--- src/rtl/conv_fetch_seq.sv ---
// Convolution fetch sequencer: walks oc/oy/ox/group/ky/kx, issues one data and one weight
// burst per tap and presents the deserialized PARA-lane vector pair to the CMAC array.
module conv_fetch_seq #(
  parameter int DATA_W = 16,
  parameter int PARA   = 16,
  parameter int ADDR_W = 30,
  parameter int SIDE_W = 8,
  parameter int CH_W   = 16
) (
  input  logic                   clk,
  input  logic                   rst,
  input  logic                   start,
  input  logic [SIDE_W-1:0]      kernel,
  input  logic [3:0]             stride,
  input  logic [1:0]             pad,
  input  logic [CH_W-1:0]        i_channel,
  input  logic [CH_W-1:0]        o_channel,
  input  logic [SIDE_W-1:0]      i_side,
  input  logic [SIDE_W-1:0]      o_side,
  input  logic [ADDR_W-1:0]      data_base,
  input  logic [ADDR_W-1:0]      weight_base,
  output logic                   d_req,
  output logic [ADDR_W-1:0]      d_addr,
  output logic [CH_W-1:0]        d_len,
  input  logic                   d_ack,
  input  logic                   d_we,
  input  logic [DATA_W-1:0]      d_data,
  output logic                   w_req,
  output logic [ADDR_W-1:0]      w_addr,
  output logic [CH_W-1:0]        w_len,
  input  logic                   w_ack,
  input  logic                   w_we,
  input  logic [DATA_W-1:0]      w_data,
  output logic                   vec_valid,
  input  logic                   vec_ready,
  output logic [PARA*DATA_W-1:0] vec_data,
  output logic [PARA*DATA_W-1:0] vec_weight,
  output logic [PARA-1:0]        vec_mask,
  output logic                   vec_first,
  output logic                   vec_last,
  output logic                   busy,
  output logic                   done,
  output logic                   err
);

  typedef enum logic [2:0] {IDLE, CHECK, CALC, REQ, FILL, PRESENT, DONE} state_t;

  state_t                 r_state;
  logic [SIDE_W-1:0]      r_k, r_w, r_o, r_oy, r_ox, r_ky, r_kx;
  logic [3:0]             r_s;
  logic [1:0]             r_p;
  logic [CH_W-1:0]        r_c, r_m, r_oc, r_g, r_len, r_dcnt, r_wcnt;
  logic [ADDR_W-1:0]      r_dbase, r_wbase, r_d_addr, r_w_addr;
  logic                   r_d_req, r_w_req, r_valid, r_first, r_last, r_done, r_err;
  logic [PARA*DATA_W-1:0] r_dbuf, r_wbuf;
  logic [PARA-1:0]        r_mask;

  logic [31:0]     w_gbase, w_rem, w_iy, w_ix, w_daddr, w_waddr;
  logic [CH_W-1:0] w_lanes;
  logic [PARA-1:0] w_mask;
  logic            w_last_g, w_last_k, w_pad_tap, w_last_tap, w_cfg_bad;

  always_comb begin
    w_gbase = 32'(r_g) * 32'(PARA);
    w_rem   = 32'(r_c) - w_gbase;
    w_lanes = (w_rem >= 32'(PARA)) ? CH_W'(PARA) : CH_W'(w_rem);
    w_mask  = '0;
    for (int i = 0; i < PARA; i++) w_mask[i] = (CH_W'(i) < w_lanes);
    w_last_g = (w_gbase + 32'(PARA)) >= 32'(r_c);
    w_last_k = (r_ky == r_k - SIDE_W'(1)) && (r_kx == r_k - SIDE_W'(1));
    w_iy = 32'(r_oy) * 32'(r_s) + 32'(r_ky) - 32'(r_p);
    w_ix = 32'(r_ox) * 32'(r_s) + 32'(r_kx) - 32'(r_p);
    // A negative coordinate wraps to a huge unsigned value, so one compare covers both borders.
    w_pad_tap = (w_iy >= 32'(r_w)) || (w_ix >= 32'(r_w));
    w_daddr = 32'(r_dbase) + (w_iy * 32'(r_w) + w_ix) * 32'(r_c) + w_gbase;
    w_waddr = 32'(r_wbase) + ((32'(r_oc) * 32'(r_k) + 32'(r_ky)) * 32'(r_k) + 32'(r_kx))
              * 32'(r_c) + w_gbase;
    w_last_tap = w_last_k && w_last_g && (r_ox == r_o - SIDE_W'(1)) &&
                 (r_oy == r_o - SIDE_W'(1)) && (r_oc == r_m - CH_W'(1));
    w_cfg_bad = (r_k == '0) || (r_s == '0) || (r_c == '0) || (r_m == '0) || (r_o == '0);
  end

  always_ff @(posedge clk or posedge rst) begin
    if (rst) begin
      r_state <= IDLE;
      r_k <= '0; r_w <= '0; r_o <= '0; r_s <= '0; r_p <= '0; r_c <= '0; r_m <= '0;
      r_dbase <= '0; r_wbase <= '0;
      r_oc <= '0; r_oy <= '0; r_ox <= '0; r_g <= '0; r_ky <= '0; r_kx <= '0;
      r_len <= '0; r_dcnt <= '0; r_wcnt <= '0; r_mask <= '0;
      r_d_addr <= '0; r_w_addr <= '0; r_d_req <= 1'b0; r_w_req <= 1'b0;
      r_valid <= 1'b0; r_first <= 1'b0; r_last <= 1'b0; r_done <= 1'b0; r_err <= 1'b0;
      r_dbuf <= '0; r_wbuf <= '0;
    end else begin
      r_done <= 1'b0;
      case (r_state)
        IDLE: if (start) begin
          r_k <= kernel; r_s <= stride; r_p <= pad; r_c <= i_channel; r_m <= o_channel;
          r_w <= i_side; r_o <= o_side; r_dbase <= data_base; r_wbase <= weight_base;
          r_err   <= 1'b0;
          r_state <= CHECK;
        end
        CHECK: if (w_cfg_bad) begin
          r_err <= 1'b1; r_done <= 1'b1; r_state <= DONE;
        end else begin
          r_oc <= '0; r_oy <= '0; r_ox <= '0; r_g <= '0; r_ky <= '0; r_kx <= '0;
          r_state <= CALC;
        end
        CALC: begin
          r_d_addr <= ADDR_W'(w_daddr);
          r_w_addr <= ADDR_W'(w_waddr);
          r_len    <= w_lanes;
          r_mask   <= w_mask;
          r_first  <= (r_g == '0) && (r_ky == '0) && (r_kx == '0);
          r_last   <= w_last_g && w_last_k;
          r_dbuf   <= '0;
          r_wbuf   <= '0;
          r_dcnt   <= w_pad_tap ? w_lanes : '0;  // padded data counts as already complete
          r_wcnt   <= '0;
          r_w_req  <= 1'b1;
          r_d_req  <= ~w_pad_tap;
          r_state  <= REQ;
        end
        REQ: begin
          if (r_w_req && w_ack) r_w_req <= 1'b0;
          if (r_d_req && d_ack) r_d_req <= 1'b0;
          if (!(r_w_req && !w_ack) && !(r_d_req && !d_ack)) r_state <= FILL;
        end
        FILL: begin
          if (d_we && (r_dcnt < r_len)) begin
            for (int i = 0; i < PARA; i++)
              if (r_dcnt == CH_W'(i)) r_dbuf[i*DATA_W +: DATA_W] <= d_data;
            r_dcnt <= r_dcnt + CH_W'(1);
          end
          if (w_we && (r_wcnt < r_len)) begin
            for (int i = 0; i < PARA; i++)
              if (r_wcnt == CH_W'(i)) r_wbuf[i*DATA_W +: DATA_W] <= w_data;
            r_wcnt <= r_wcnt + CH_W'(1);
          end
          if ((r_dcnt == r_len) && (r_wcnt == r_len)) begin
            r_valid <= 1'b1;
            r_state <= PRESENT;
          end
        end
        PRESENT: if (vec_ready) begin
          r_valid <= 1'b0;
          if (w_last_tap) begin
            r_done <= 1'b1; r_state <= DONE;
          end else begin
            r_state <= CALC;
            if (r_kx != r_k - SIDE_W'(1)) r_kx <= r_kx + SIDE_W'(1);
            else begin
              r_kx <= '0;
              if (r_ky != r_k - SIDE_W'(1)) r_ky <= r_ky + SIDE_W'(1);
              else begin
                r_ky <= '0;
                if (!w_last_g) r_g <= r_g + CH_W'(1);
                else begin
                  r_g <= '0;
                  if (r_ox != r_o - SIDE_W'(1)) r_ox <= r_ox + SIDE_W'(1);
                  else begin
                    r_ox <= '0;
                    if (r_oy != r_o - SIDE_W'(1)) r_oy <= r_oy + SIDE_W'(1);
                    else begin
                      r_oy <= '0;
                      r_oc <= r_oc + CH_W'(1);
                    end
                  end
                end
              end
            end
          end
        end
        DONE:    r_state <= IDLE;
        default: r_state <= IDLE;
      endcase
    end
  end

  assign d_req      = r_d_req;
  assign d_addr     = r_d_addr;
  assign d_len      = r_len;
  assign w_req      = r_w_req;
  assign w_addr     = r_w_addr;
  assign w_len      = r_len;
  assign vec_valid  = r_valid;
  assign vec_data   = r_dbuf;
  assign vec_weight = r_wbuf;
  assign vec_mask   = r_mask;
  assign vec_first  = r_first;
  assign vec_last   = r_last;
  assign busy       = (r_state != IDLE);
  assign done       = r_done;
  assign err        = r_err;

endmodule

--- config.mk ---
export PLATFORM = sky130hd
export DESIGN_NAME = conv_fetch_seq
export DESIGN_NICKNAME = d
export VERILOG_FILES = /design/src/rtl/conv_fetch_seq.sv
export SDC_FILE = /design/constraint.sdc
export NUM_CORES = 2
export LEC_CHECK = 0
export ABC_AREA = 1
export BUFFER_PORTS_ARGS = -buffer_cell sky130_fd_sc_hd__buf_4
export CAP_MARGIN = 20
export CELL_PAD_IN_SITES_DETAIL_PLACEMENT = 1
export CELL_PAD_IN_SITES_GLOBAL_PLACEMENT = 1
export CORE_MARGIN = 2
export CORE_UTILIZATION = 43
export CTS_CLUSTER_DIAMETER = 50
export DETAILED_ROUTE_END_ITERATION = 8
export PLACE_DENSITY = 0.77
export SYNTH_ARGS = -nofsm -noshare
export SYNTH_HDL_FRONTEND = slang
export SYNTH_SLANG_ARGS = --single-unit
--- constraint.sdc ---
create_clock -name clk -period 50.8 [get_ports clk]
set_input_delay 10.16 -clock clk [delete_from_list [all_inputs] [get_ports clk]]
set_output_delay 10.16 -clock clk [all_outputs]
set_load 0.02 [all_outputs]
* Word-level counts from Yosys, hierarchy flattened
Cells that the tools add are included.
** Storage, ports and cells
- Word-level logic and storage cells :: 399
- Bits in registers :: 832
- Bits in latches :: 0
- Bits in writable memories :: 0
- Memory bits (read-only) :: 0
- Memories :: 0
** Operators by class
- Equality and inequality tests :: 94
- Magnitude comparators :: 22
- Div/mod/pow operators :: 0
- Shift operators :: 0
- $add $sub $neg :: 24
- Multiplexer cells :: 103
- Bitwise gates (word level) :: 1
- Reduce and logical (&&, ||, !) cells :: 87
- Multipliers :: 7
** Operators with widths (count)
- one-hot mux 256 bit (2 select lines) :: 2
- two-way mux 16 bit :: 49
- two-way mux 256 bit :: 2
- equality test 16 x 4 -> 1 bit (second input constant) :: 16
- two-way mux 8 bit :: 21
- equality test 16 x 3 -> 1 bit (second input constant) :: 8
- less-than comparator 4 x 16 -> 1 bit (first input constant) :: 8
- one-hot mux 16 bit (2 select lines) :: 4
- AND reduction 3 bit :: 34
- != test 2 bit (second input constant) :: 48
- logical NOT 16 bit :: 5
- adder 16 x 1 -> 16 bit (second input constant) :: 4
- equality test 16 x 2 -> 1 bit (second input constant) :: 4
- >= comparator 32 x 8 -> 1 bit :: 2
- less-than comparator 3 x 16 -> 1 bit (first input constant) :: 4
- one-hot mux 8 bit (2 select lines) :: 4
- adder 30 x 20 -> 30 bit :: 2
- adder 30 bit :: 2
- equality test 16 bit :: 3
- adder 32 x 8 -> 32 bit :: 1
- adder 8 x 1 -> 8 bit (second input constant) :: 4
- equality test 16 x 1 -> 1 bit (second input constant) :: 2
- equality test 8 bit :: 4
- >= comparator 32 x 5 -> 1 bit (second input constant) :: 1
- other kinds (42) :: 104

* Longest topological paths before layout
- Depth in word-level cells :: 10
- Mapped depth :: 73

* Worst setup path after synthesis
OpenSTA, ideal clock, no wires.
- Path kind :: register to register
- From :: register r_s[0]
- To :: register r_d_addr[27], in the netlist d_addr[27]
- Data arrival time :: 13.383 ns
- Stages on the path, launching flop included :: 67
- Buffers on the path :: 2
- Path slack :: 37.299 ns
- Period minus slack after synthesis :: 13.501 ns
- Required time :: 50.682 ns
- Library setup time :: 0.118 ns
- Path through :: dfrtp_1 -> clkbuf_1 -> clkbuf_1 -> nand2_1 -> inv_1 -> fa_1 -> inv_1 -> fa_1 -> fa_1 -> inv_1 -> ha_1 -> inv_1 -> fa_1 -> nand3b_1 -> nand2_1 -> a21oi_1 -> o21ai_0 -> nand2_1 -> [31 not listed] -> inv_1 -> fa_1 -> inv_1 -> fa_1 -> fa_1 -> inv_1 -> ha_1 -> a21oi_1 -> o221ai_1 -> a21oi_1 -> o21ai_0 -> nand3_1 -> nand2_1 -> a31oi_1 -> o21ai_0 -> or2_2 -> nand3_1 -> nand2_1
** On the way
- Word-level cells in the longest chain between the ends :: 8
** Ends and longest elaborated chain
- start: declaration :: line 50 : logic [3:0] r_s;
- start signal: assignment :: line 97 : r_k <= kernel; r_s <= stride; r_p <= pad; r_c <= i_channel; r_m <= o_channel;
- multiplier 8 x 4 -> 12 bit :: line 71 : w_iy = 32'(r_oy) * 32'(r_s) + 32'(r_ky) - 32'(r_p);
- adder 12 x 8 -> 13 bit :: line 71
- subtractor 13 x 2 -> 14 bit :: line 71
- multiplier 14 x 9 -> 23 bit :: line 75 : w_daddr = 32'(r_dbase) + (w_iy * 32'(r_w) + w_ix) * 32'(r_c) + w_gbase;
- adder 23 x 14 -> 24 bit * :: line 75
- multiplier 24 x 17 -> 30 bit * :: line 75
- adder 30 bit * :: line 75
- adder 30 x 20 -> 30 bit * :: line 75
- end signal: assignment :: line 109 : r_d_addr <= ADDR_W'(w_daddr);
- end: declaration :: line 53 : logic [ADDR_W-1:0] r_dbase, r_wbase, r_d_addr, r_w_addr;
Every way passes the cells marked *; elsewhere a longest branch is shown, timed or not.
A chain may end at the register's enable or synchronous reset.

* Final worst setup path
- From :: register r_s[1]
- To :: register r_d_addr[27], in the netlist d_addr[27]
Same word-level chain as after synthesis.

==> results.json <==
{
  "outcome": "finished, final reports clean",
  "global_route.usage.total": 0.3109,
  "cts_setup_buffers": 0,
  "clock_tree_from_tritoncts": "built",
  "design.core.area_um2": 180400,
  "critical_path_class": "reg -> reg",
  "yosysSeqAreaShare": 0.2671,
  "mostFrequentLayoutCells": "sky130_fd_sc_hd__nand2_1 (2,363), sky130_fd_sc_hd__inv_1 (1,899), sky130_fd_sc_hd__fa_1 (1,031)",
  "finalClockSkew_ps": 60.73,
  "synthesis.nets": 11100,
  "holdBufCountCts": 0,
  "cp-start-kind": "register",
  "number_of_sinks_handled_by_clock_tree_synthesis": 832,
  "worst_path_most_repeated_cell": "sky130_fd_sc_hd__fa_1",
  "drv.max_cap_violation_count": 0,
  "detailedRoute.firstPassIterationCount": 5,
  "synth-compound-area-share": 0.07746,
  "critical_path_source": "r_s[1]",
  "min-delay-path-class": "reg -> reg",
  "antenna_found_initial": 20,
  "die_w_um": 429.7,
  "grt_start_max_net_pins": 182,
  "synthDominantAreaCellType": "sky130_fd_sc_hd__dfrtp_1",
  "port-buffer-count": 789,
  "areaGrowthSynthToFinish_pct": 16.00,
  "drt-initial-drc-count": 4045,
  "synth-seq-cells": 832,
  "rsz0062_at_grt": "no",
  "worst_skew_pair.late_latency_ps": 810,
  "core.rowCount": 156,
  "synth_top_flop_cell": "sky130_fd_sc_hd__dfrtp_1",
  "worst_path_max_delay_cell": "sky130_fd_sc_hd__dfrtp_1",
  "yosysTopAreaCellShare": 0.2671,
  "period_needed_ps": 15400,
  "post_synth_main_area_contributors": "sky130_fd_sc_hd__dfrtp_1 (27%), sky130_fd_sc_hd__fa_1 (26%), sky130_fd_sc_hd__nand2_1 (11%), sky130_fd_sc_hd__inv_1 (9.2%), sky130_fd_sc_hd__ha_1 (7.9%)",
  "worst_slew_margin_rel": 0.1956,
  "filler_instances": 21540,
  "grt_pass1_wl_um": 438900,
  "initial_utilization": 0.4322,
  "edff_count_synth": 0,
  "slowest_delay_ps": 790,
  "wl_cell_um": 22.87,
  "final_nets": 11710,
  "beginning_of_the_worst_hold_path": "r_g[15]",
  "synth.distinct_cells": 70,
  "worstPathArrival_ps": 16080,
  "measured_slew_at_the_worst_slew_check_pin_ps": 1204,
  "synth_simple_gate_area_share": 0.1741,
  "asyncSetResetFlopFracSynth": 1.000,
  "yosys_warnings": 0,
  "vias": 66410,
  "timing.rr.start": "r_s[1]",
  "h-tree-depth": 3,
  "post_cts_resized": 0,
  "fmax_mhz": 64.92,
  "multi_input_area_um2": 48270,
  "vias_per_cell": 5.309,
  "cts_max_path_buffers": 3,
  "tritoncts_buffer_count": 121,
  "gp_congestion": 0.9246,
  "grt_pass1_vias": 73280,
  "critical_path_peak_fanout": 18,
  "design.portCount": 790,
  "synthesis.area_um2": 77940,
  "root_buffer": "sky130_fd_sc_hd__clkbuf_16",
  "wl_um": 286100,
  "synth_top_family_by_area": "adder cells",
  "final_hold_viol_count": 0,
  "global_route.overflow_total": 0,
  "dieArea_um2": 184700,
  "detail_route.drc_violations": 0,
  "most_common_cell_after_layout_fill_and_taps_aside": "sky130_fd_sc_hd__nand2_1",
  "synthesis.area_per_instance_um2": 8.278,
  "share_of_cells_above_drive_strength_1": 0.1180,
  "dp.final_hpwl_um": 226000,
  "die_h_um": 429.7,
  "clkSlewWorstSetupHoldPaths_ps": 60,
  "slew_limit_fails": 0,
  "crit_path_end_kind": "register",
  "post_synth_fa_ha_maj_area_fraction": 0.3441,
  "synth.mux.area_fraction": 0.0005298,
  "final.period_utilization": 0.3032,
  "critPathRequiredTime_ps": 51480,
  "remaining_antenna_violation_count": 0,
  "setup_viol": 0,
  "area_used_by_sequential_logic_in_the_layout_um2": 20820,
  "fin_tns_setup_ps": 0,
  "syn_inst": 9415,
  "synth_xor_area_frac": 0.02235
}
==> critical path: cells and delay by family (launching register included) <==
family | cells | cell delay (ps)
AO/OA/AOI/OAI | 11 | 2080
XOR/XNOR | 1 | 530
adder cells (fa/ha/maj) | 18 | 8000
buffers and inverters | 13 | 1380
flip-flops | 1 | 790
AND/OR/NAND/NOR | 21 | 2510
==> flip-flops by register name, indices dropped and copies added, names as in the netlist, 4 cells and up <==
| signal | flops |
|---|---|
| d_addr | 30 |
| d_len | 16 |
| r_c | 16 |
| r_dbase | 30 |
| r_dcnt | 16 |
| r_g | 16 |
| r_k | 8 |
| r_kx | 8 |
| r_ky | 8 |
| r_m | 16 |
| r_o | 8 |
| r_oc | 16 |
| r_ox | 8 |
| r_oy | 8 |
| r_s | 4 |
| r_w | 8 |
| r_wbase | 30 |
| r_wcnt | 16 |
| vec_data | 256 |
| vec_mask | 16 |
| vec_weight | 256 |
| w_addr | 30 |
==> logic make-up after synthesis <==
logic type	Yosys count
and+or+nand+nor	3385
buffers and inverters	2338
adders and majority gates	1525
AOI/OAI and AO/OA	1133
DFF	832
xor gates and xnor gates	198
muxes	4
==> cell type report <==
class / instances / area share
multi-input combinational: 6245 / 0.5339
sequential: 832 / 0.2303
inverter: 1930 / 0.08031
timing repair buffer: 888 / 0.07626
clock buffer: 166 / 0.03748
tap: 2370 / 0.03280
clock inverter: 63 / 0.008525
antenna: 15 / 0.0004152
==> through the flow <==
step,hold WS [ps],worst slack [ps],util,cell area [µm²],instances
4_1_cts,469.6,35460,0.4996,90100,12480
2_1_floorplan,436.1,17270,-,77940,9415
5_1_grt,494.2,34350,0.5012,90400,12510
3_5_place_dp,456.9,35520,0.4765,85940,12250
6_report,470.9,35400,0.5013,90410,12510
3_3_place_gp,449.6,35950,0.4763,85900,12250
==> layer usage <==
layer  up-vias  GRT usage  routed length, µm
met5         -          0                 25
met4         4     0.1587              17200
met3       672    0.05801              16150
met2      1830     0.5288             139400
met1     34320     0.3765             113300
li1      29580          -                  -
==> worst paths after layout <==
kind,end,slack [ps],cells after the start
worst max-delay path,d_addr[27],35400,64
worst min-delay path,r_g[15],470,2
worst max register to register,d_addr[27],35400,64
worst min register to register,r_g[15],470,2
max in group asynchronous,vec_data[143],38140,5
min in group asynchronous,w_addr[9],9380,2
==> cells in the mapped netlist (all sizes together) (68+ instances only) <==
| library cell | count |
|---|---|
| xor2 | 125 |
| a21oi | 211 |
| ha | 494 |
| nand3 | 193 |
| nor2 | 602 |
| clkbuf | 340 |
| fa | 1031 |
| xnor2 | 73 |
| dfrtp | 832 |
| inv | 1910 |
| buf | 68 |
| nand2 | 2364 |
| o21ai | 803 |
Power is left out: the tool's default activity adds up to more than one toggle a clock period on the data nets, which glitch-free logic cannot reach.
